## config.mk

```make
export PLATFORM = sky130hd
export DESIGN_NAME = accum_sequencer
export DESIGN_NICKNAME = d
export VERILOG_FILES = /design/src/rtl/accum_seq_pkg.sv /design/src/rtl/accum_sequencer_accum.sv /design/src/rtl/accum_sequencer.sv
export SDC_FILE = /design/constraint.sdc
export NUM_CORES = 1
export LEC_CHECK = 0
export BUFFER_PORTS_ARGS = -buffer_cell sky130_fd_sc_hd__buf_4
export CAP_MARGIN = 20
export CORE_AREA = 5 5 175 177
export CTS_BUF_LIST = sky130_fd_sc_hd__clkbuf_4
export CTS_CLUSTER_DIAMETER = 120
export DETAILED_ROUTE_END_ITERATION = 16
export DIE_AREA = 0 0 180 182
export PLACE_DENSITY = 0.51
export SYNTH_ARGS = -nofsm -noshare
export SYNTH_HDL_FRONTEND = slang
export SYNTH_SLANG_ARGS = --single-unit
export TNS_END_PERCENT = 20
```

## constraint.sdc

```tcl
create_clock -name Clk -period 3.2 [get_ports Clk]
set_input_delay 0.64 -clock Clk [delete_from_list [all_inputs] [get_ports Clk]]
set_output_delay 0.64 -clock Clk [all_outputs]
set_load 0.02 [all_outputs]
```

## src/rtl/accum_seq_pkg.sv

```systemverilog
// Shared types and widths for the accumulation sequencer slice.
package accum_seq_pkg;

    localparam int unsigned DEFAULT_DATA_WIDTH = 32;

    function automatic int unsigned acc_width(input int unsigned data_width);
        return 2 * data_width;
    endfunction

    localparam int unsigned ACC_WIDTH = acc_width(DEFAULT_DATA_WIDTH);

    typedef enum logic [1:0] {
        IDLE  = 2'd0,
        CLEAR = 2'd1,
        ACCUM = 2'd2,
        DONE  = 2'd3
    } state_e;

endpackage

```

## src/rtl/accum_sequencer_accum.sv

```systemverilog
// Accumulator: synchronous clear has priority over add; sum wraps modulo 2^WIDTH.
module accum_sequencer_accum
    import accum_seq_pkg::*;
#(
    parameter int unsigned WIDTH = ACC_WIDTH
) (
    input  logic             Clk,
    input  logic             clear,
    input  logic             add,
    input  logic [WIDTH-1:0] addend,
    output logic [WIDTH-1:0] sum
);

    logic [WIDTH-1:0] sum_q, sum_d;

    always_comb begin
        sum_d = sum_q;
        if (clear) begin
            sum_d = '0;
        end else if (add) begin
            sum_d = sum_q + addend;
        end
    end

    always_ff @(posedge Clk) begin
        sum_q <= sum_d;
    end

    assign sum = sum_q;

endmodule

```

## src/rtl/accum_sequencer.sv

```systemverilog
// Sequences one accumulation job: clear, stream LENGTH addends, present the sum.
// Optional sticky carry-out flag on port ovf when ACCUM_SEQ_OVF_EN is defined.
module accum_sequencer
    import accum_seq_pkg::*;
#(
    parameter int unsigned DATA_WIDTH = 32,
    parameter int unsigned LEN_WIDTH  = 16
) (
    input  logic                    Clk,
    input  logic                    Rst,
    input  logic                    start,
    input  logic [LEN_WIDTH-1:0]    length,
    output logic                    busy,
    input  logic [2*DATA_WIDTH-1:0] in_data,
    input  logic                    in_valid,
    output logic                    in_ready,
    output logic [2*DATA_WIDTH-1:0] result,
    output logic                    result_valid,
    input  logic                    result_ready
`ifdef ACCUM_SEQ_OVF_EN
    ,
    output logic                    ovf
`endif
);

    localparam int unsigned AW = acc_width(DATA_WIDTH);

    state_e               state_q, state_d;
    logic [LEN_WIDTH-1:0] remaining_q, remaining_d;
    logic                 acc_clear, acc_add;
    logic [AW-1:0]        acc_sum;

    always_ff @(posedge Clk) begin
        if (Rst) begin
            state_q     <= IDLE;
            remaining_q <= '0;
        end else begin
            state_q     <= state_d;
            remaining_q <= remaining_d;
        end
    end

    always_comb begin
        state_d     = state_q;
        remaining_d = remaining_q;
        unique case (state_q)
            IDLE: begin
                if (start) begin
                    remaining_d = length;
                    state_d     = CLEAR;
                end
            end
            CLEAR: begin
                state_d = (remaining_q == '0) ? DONE : ACCUM;
            end
            ACCUM: begin
                if (acc_add) begin
                    remaining_d = remaining_q - 1'b1;
                    if (remaining_q == LEN_WIDTH'(1)) begin
                        state_d = DONE;
                    end
                end
            end
            DONE: begin
                if (result_ready) begin
                    state_d = IDLE;
                end
            end
            default: state_d = IDLE;
        endcase
    end

    always_comb begin
        busy         = (state_q != IDLE);
        in_ready     = (state_q == ACCUM);
        result_valid = (state_q == DONE);
        acc_clear    = Rst || (state_q == CLEAR);
        acc_add      = (state_q == ACCUM) && in_valid && in_ready;
    end

    accum_sequencer_accum #(
        .WIDTH (AW)
    ) u_accum (
        .Clk    (Clk),
        .clear  (acc_clear),
        .add    (acc_add),
        .addend (in_data),
        .sum    (acc_sum)
    );

    // Accumulator only moves in CLEAR/ACCUM, so the sum is stable through DONE and IDLE.
    assign result = acc_sum;

`ifdef ACCUM_SEQ_OVF_EN
    logic          ovf_q, ovf_d;
    logic [AW:0]   wide_sum;

    always_comb begin
        wide_sum = {1'b0, acc_sum} + {1'b0, in_data};
        ovf_d    = ovf_q;
        if (acc_clear) begin
            ovf_d = 1'b0;
        end else if (acc_add && wide_sum[AW]) begin
            ovf_d = 1'b1;
        end
    end

    always_ff @(posedge Clk) begin
        ovf_q <= ovf_d;
    end

    assign ovf = ovf_q;
`endif

endmodule

```

==> metrics.txt <==
# TYPE chip_impl_metric gauge
chip_impl_metric{name="num_rows",unit=""} 63
chip_impl_metric{name="layout-drive-gt1-share",unit="%"} 28.1
chip_impl_metric{name="ys_async_sr_fraction",unit="%"} 0
chip_impl_metric{name="netlist_instances",unit=""} 957
chip_impl_metric{name="mappedNetlistArea",unit="sq um"} 7130
chip_impl_metric{name="cp.required",unit="ns"} 3.53
chip_impl_metric{name="core_region_area",unit="sq um"} 29100
chip_impl_metric{name="cts_resized",unit=""} 0
chip_impl_info{name="postSynth.topFlopCell",value="sky130_fd_sc_hd__dfxtp_1"} 1
chip_impl_info{name="ys_top_cells_by_area",value="sky130_fd_sc_hd__dfxtp_1 23%, sky130_fd_sc_hd__ha_1 12%, sky130_fd_sc_hd__a21oi_1 9.7%"} 1
chip_impl_info{name="slowest_stage",value="sky130_fd_sc_hd__a2111oi_4"} 1
chip_impl_metric{name="design.portCount",unit=""} 152
chip_impl_metric{name="nets",unit=""} 1338
chip_impl_metric{name="initial_antenna_violation_count",unit=""} 3
chip_impl_metric{name="r2r.worst_path.cells",unit=""} 13
chip_impl_metric{name="fin_crit",unit="ns"} 3.09
chip_impl_info{name="regToRegEndpoint",value="u_accum.sum[56]$_SDFFE_PP0P_"} 1
chip_impl_metric{name="grt_overflow",unit=""} 0
chip_impl_metric{name="timing.max_slew.rel_slack",unit="%"} 56.4
chip_impl_metric{name="cts-hold-fix-buffers",unit=""} 0
chip_impl_metric{name="worst_clock_skew",unit="ns"} 0.0330
chip_impl_metric{name="crit_path_max_fanout",unit=""} 3
chip_impl_metric{name="yosysSeqAreaShare",unit="%"} 23.0
chip_impl_info{name="cts_tree",value="built"} 1
chip_impl_metric{name="globalplace.congestion",unit=""} 0.885
chip_impl_metric{name="yosys.area.top_type_share",unit="%"} 23.0
chip_impl_metric{name="power.density",unit="nW/um^2"} 477
chip_impl_metric{name="synth_edf_count",unit=""} 0
chip_impl_info{name="synthMostInstantiatedCell",value="sky130_fd_sc_hd__nand2_1"} 1
chip_impl_metric{name="max_freq",unit="GHz"} 0.324
chip_impl_info{name="timing.critical_path.cells",value="ha_4 -> fa_2 -> a21oi_2 -> o21ai_2 -> a221oi_2 -> buf_4 -> a21oi_2 -> a311o_1 -> a2111oi_4 -> o31a_1 -> o21ai_2 -> xnor2_1 -> o21ai_1"} 1
chip_impl_metric{name="clock_buffer_count_from_cts",unit=""} 9
chip_impl_info{name="clock_tree.root_cell",value="sky130_fd_sc_hd__clkbuf_4"} 1
chip_impl_metric{name="port_buffers",unit=""} 151
chip_impl_metric{name="p_leak",unit="nW"} 4.49
chip_impl_metric{name="grt_pass1_vias",unit=""} 7491
chip_impl_metric{name="syn_avg_cell_area",unit="sq um"} 7.45
chip_impl_metric{name="dr_total_vias",unit=""} 7585
chip_impl_metric{name="syn-num-nets",unit=""} 1113
chip_impl_metric{name="detail_route.first_pass.iterations",unit=""} 4
chip_impl_metric{name="initial_utilization",unit="%"} 24.5
chip_impl_metric{name="setup_viol_count_final",unit=""} 0
chip_impl_metric{name="yosys_register_bits",unit=""} 82
chip_impl_metric{name="cts.htree.levels",unit=""} 3
chip_impl_info{name="worst_path_dominant_cell_family",value="compound AO/OA/AOI/OAI gates"} 1
chip_impl_metric{name="groute.usage.overall",unit="%"} 14.4
chip_impl_metric{name="area_growth",unit="%"} 35.4
chip_impl_metric{name="critPathBufInv",unit=""} 1
chip_impl_metric{name="number_of_hold_violations_in_the_final_report",unit=""} 0
chip_impl_metric{name="reg2reg_setup_slack",unit="ns"} 0.11
chip_impl_metric{name="grt_first_pass_wirelength",unit="um"} 39200
chip_impl_metric{name="tightestPinTransition",unit="ns"} 0.655
chip_impl_info{name="timing.hold.worst.class",value="flop to flop"} 1
chip_impl_metric{name="remaining_drc_errors",unit=""} 0
chip_impl_metric{name="number_of_drc_violations_after_detailed_routing_iteration_0",unit=""} 366
chip_impl_metric{name="timing.final.max_slew_violations",unit=""} 0
chip_impl_info{name="synth.cells.most_frequent",value="157 x sky130_fd_sc_hd__nand2_1, 138 x sky130_fd_sc_hd__a21oi_1, 82 x sky130_fd_sc_hd__dfxtp_1"} 1
chip_impl_metric{name="skew_pair_late_insertion_delay",unit="ns"} 0.47
chip_impl_metric{name="drt_wl_total",unit="um"} 24500
chip_impl_metric{name="fp.dieArea",unit="sq um"} 32800
chip_impl_metric{name="report.power.total",unit="mW"} 4.60
chip_impl_info{name="worst_r2r_startpoint",value="u_accum.sum[0]$_SDFFE_PP0P_"} 1
chip_impl_metric{name="postCtsSetupRepairBufs",unit=""} 0
chip_impl_metric{name="clk_pin_slew_worst_paths",unit="ns"} 0.16
chip_impl_metric{name="synth.distinct_cells",unit=""} 75
chip_impl_metric{name="critical_path.max_stage_delay",unit="ns"} 0.44
chip_impl_metric{name="routed_via_density",unit=""} 4.80
chip_impl_info{name="critPathCaptureType",value="flop"} 1
chip_impl_metric{name="pin_count_of_the_biggest_net_entering_global_routing",unit=""} 54
chip_impl_info{name="timing.hold.worst.start",value="u_accum.sum[17]$_SDFFE_PP0P_"} 1
chip_impl_metric{name="max-vdd-ir-drop",unit="uV"} 334
chip_impl_metric{name="clk_path_buf_depth",unit=""} 2
chip_impl_info{name="rsz0062_at_grt",value="yes"} 1
chip_impl_metric{name="timing.hold.worst_path_depth",unit=""} 2
chip_impl_metric{name="number_of_inserted_filler_cells_in_the_final_layout",unit=""} 3142
chip_impl_metric{name="multiInputGateArea",unit="sq um"} 5250
chip_impl_metric{name="die_width",unit="um"} 180
chip_impl_metric{name="final-seq-area",unit="sq um"} 1640
chip_impl_info{name="worst_setup_path_start_kind",value="flop"} 1
chip_impl_metric{name="cap_violations",unit=""} 0
chip_impl_metric{name="final_antenna_net_count",unit=""} 0
chip_impl_info{name="outcome",value="finished, final reports clean"} 1
chip_impl_metric{name="min_period_over_period",unit="%"} 96.6
chip_impl_info{name="synth_area_leader_cell",value="sky130_fd_sc_hd__dfxtp_1"} 1
chip_impl_metric{name="critical_path_arrival",unit="ns"} 3.42
chip_impl_metric{name="dpl_worst_slack",unit="ns"} -0.388
chip_impl_metric{name="post-dp-hpwl",unit="um"} 19300
chip_impl_metric{name="synthesis_warning_total",unit=""} 0
chip_impl_metric{name="die_h",unit="um"} 182
chip_impl_metric{name="routedWlPerCell",unit="um"} 15.5
chip_impl_metric{name="cts.sink_count",unit=""} 82
chip_impl_metric{name="post-route-worst-setup-slack",unit="ns"} 0.109
chip_impl_info{name="critPathKind",value="flop to flop"} 1
chip_impl_info{name="hold_end",value="u_accum.sum[17]$_SDFFE_PP0P_"} 1
chip_impl_info{name="crit_path_start",value="u_accum.sum[0]$_SDFFE_PP0P_"} 1
==> cell type report <==
| type | instances | area share [%] |
|---|---|---|
| tap | 390 | 5.05 |
| sequential | 82 | 17.0 |
| timing repair buffer | 267 | 20.8 |
| inverter | 20 | 0.778 |
| clock buffer | 10 | 0.778 |
| clock inverter | 6 | 1.19 |
| antenna | 2 | 0.0518 |
| multi-input combinational | 802 | 54.4 |
==> registers in the layout, indices dropped and copies added (netlist names) <==
register and cells:
state_q 2, u_accum.sum 64, remaining_q 16
==> kinds of logic after synthesis <==
family	share of synthesized area [%]
xor gates and xnor gates	6.76
AOI/OAI and AO/OA	32.0
adders and majority gates	12.6
DFF	23.0
and+or+nand+nor	20.5
muxes	0.158
buffers and inverters	4.98
==> cells in the final DEF (no fill, tap or decap), drive strengths merged, types with 6 or more instances in the layout <==
cell type	instances
nor3	11
nand2b	9
nand4	11
nor2	53
nand3	31
o21ai	58
dfxtp	82
a21o	53
inv	20
nand2	157
o21a	6
and3	13
a31o	6
nor4	7
xnor2	32
buf	267
o211ai	6
ha	70
a31oi	7
and2	7
a21oi	139
clkbuf	10
xor2	23
o21bai	17
a211oi	19
==> stage by stage <==
step	utilization [%]	TNS, ns	std cells	cell area (sq um)	hold WS (ns)
2_1_floorplan	-	0	957	7140	0.502
3_3_place_gp	32.2	-8.28	1561	9360	0.458
3_5_place_dp	32.2	-8.73	1561	9360	0.465
4_1_cts	32.8	0	1577	9550	0.441
5_1_grt	33.2	-0.101	1579	9660	0.457
6_report	33.2	0	1579	9660	0.476
==> worst register-to-register path: stages (launching register included) <==
cell and delay (ns):
sky130_fd_sc_hd__dfxtp_2 0.37, sky130_fd_sc_hd__ha_4 0.16, sky130_fd_sc_hd__fa_2 0.35, sky130_fd_sc_hd__a21oi_2 0.17
sky130_fd_sc_hd__o21ai_2 0.09, sky130_fd_sc_hd__a221oi_2 0.23, sky130_fd_sc_hd__buf_4 0.17, sky130_fd_sc_hd__a21oi_2 0.05
sky130_fd_sc_hd__a311o_1 0.38, sky130_fd_sc_hd__a2111oi_4 0.44, sky130_fd_sc_hd__o31a_1 0.27, sky130_fd_sc_hd__o21ai_2 0.07
sky130_fd_sc_hd__xnor2_1 0.14, sky130_fd_sc_hd__o21ai_1 0.07
==> layer usage <==
| metal | wire length (um) | GRT usage (%) | vias to the layer above |
|---|---|---|---|
| li1 | - | - | 3932 |
| met1 | 11500 | 18.4 | 3462 |
| met2 | 11300 | 24.3 | 161 |
| met3 | 1410 | 4.11 | 26 |
| met4 | 325 | 3.17 | 4 |
| met5 | 27 | 0 | - |
==> how the worst max path moves through the flow <==
stage                                         to  slack [ns]  cells after the start
floorplan           u_accum.sum[60]$_SDFFE_PP0P_        0.01                     12
finish              u_accum.sum[56]$_SDFFE_PP0P_        0.11                     13
CTS                 u_accum.sum[60]$_SDFFE_PP0P_        0.02                     13
global placement    u_accum.sum[60]$_SDFFE_PP0P_       -0.39                     14
global route        u_accum.sum[39]$_SDFFE_PP0P_       -0.05                     12
detailed placement  u_accum.sum[60]$_SDFFE_PP0P_       -0.39                     14
==> power breakdown <==
| group | internal [mW] | leakage [nW] | switching [mW] |
|---|---|---|---|
| sequential | 1.18 | 0.666 | 0.154 |
| clock | 0.407 | 0.0968 | 0.418 |
| combinational | 1.01 | 3.73 | 1.43 |
| total | 2.60 | 4.49 | 2.00 |
Note: power is estimated with default switching activity, not from simulation.
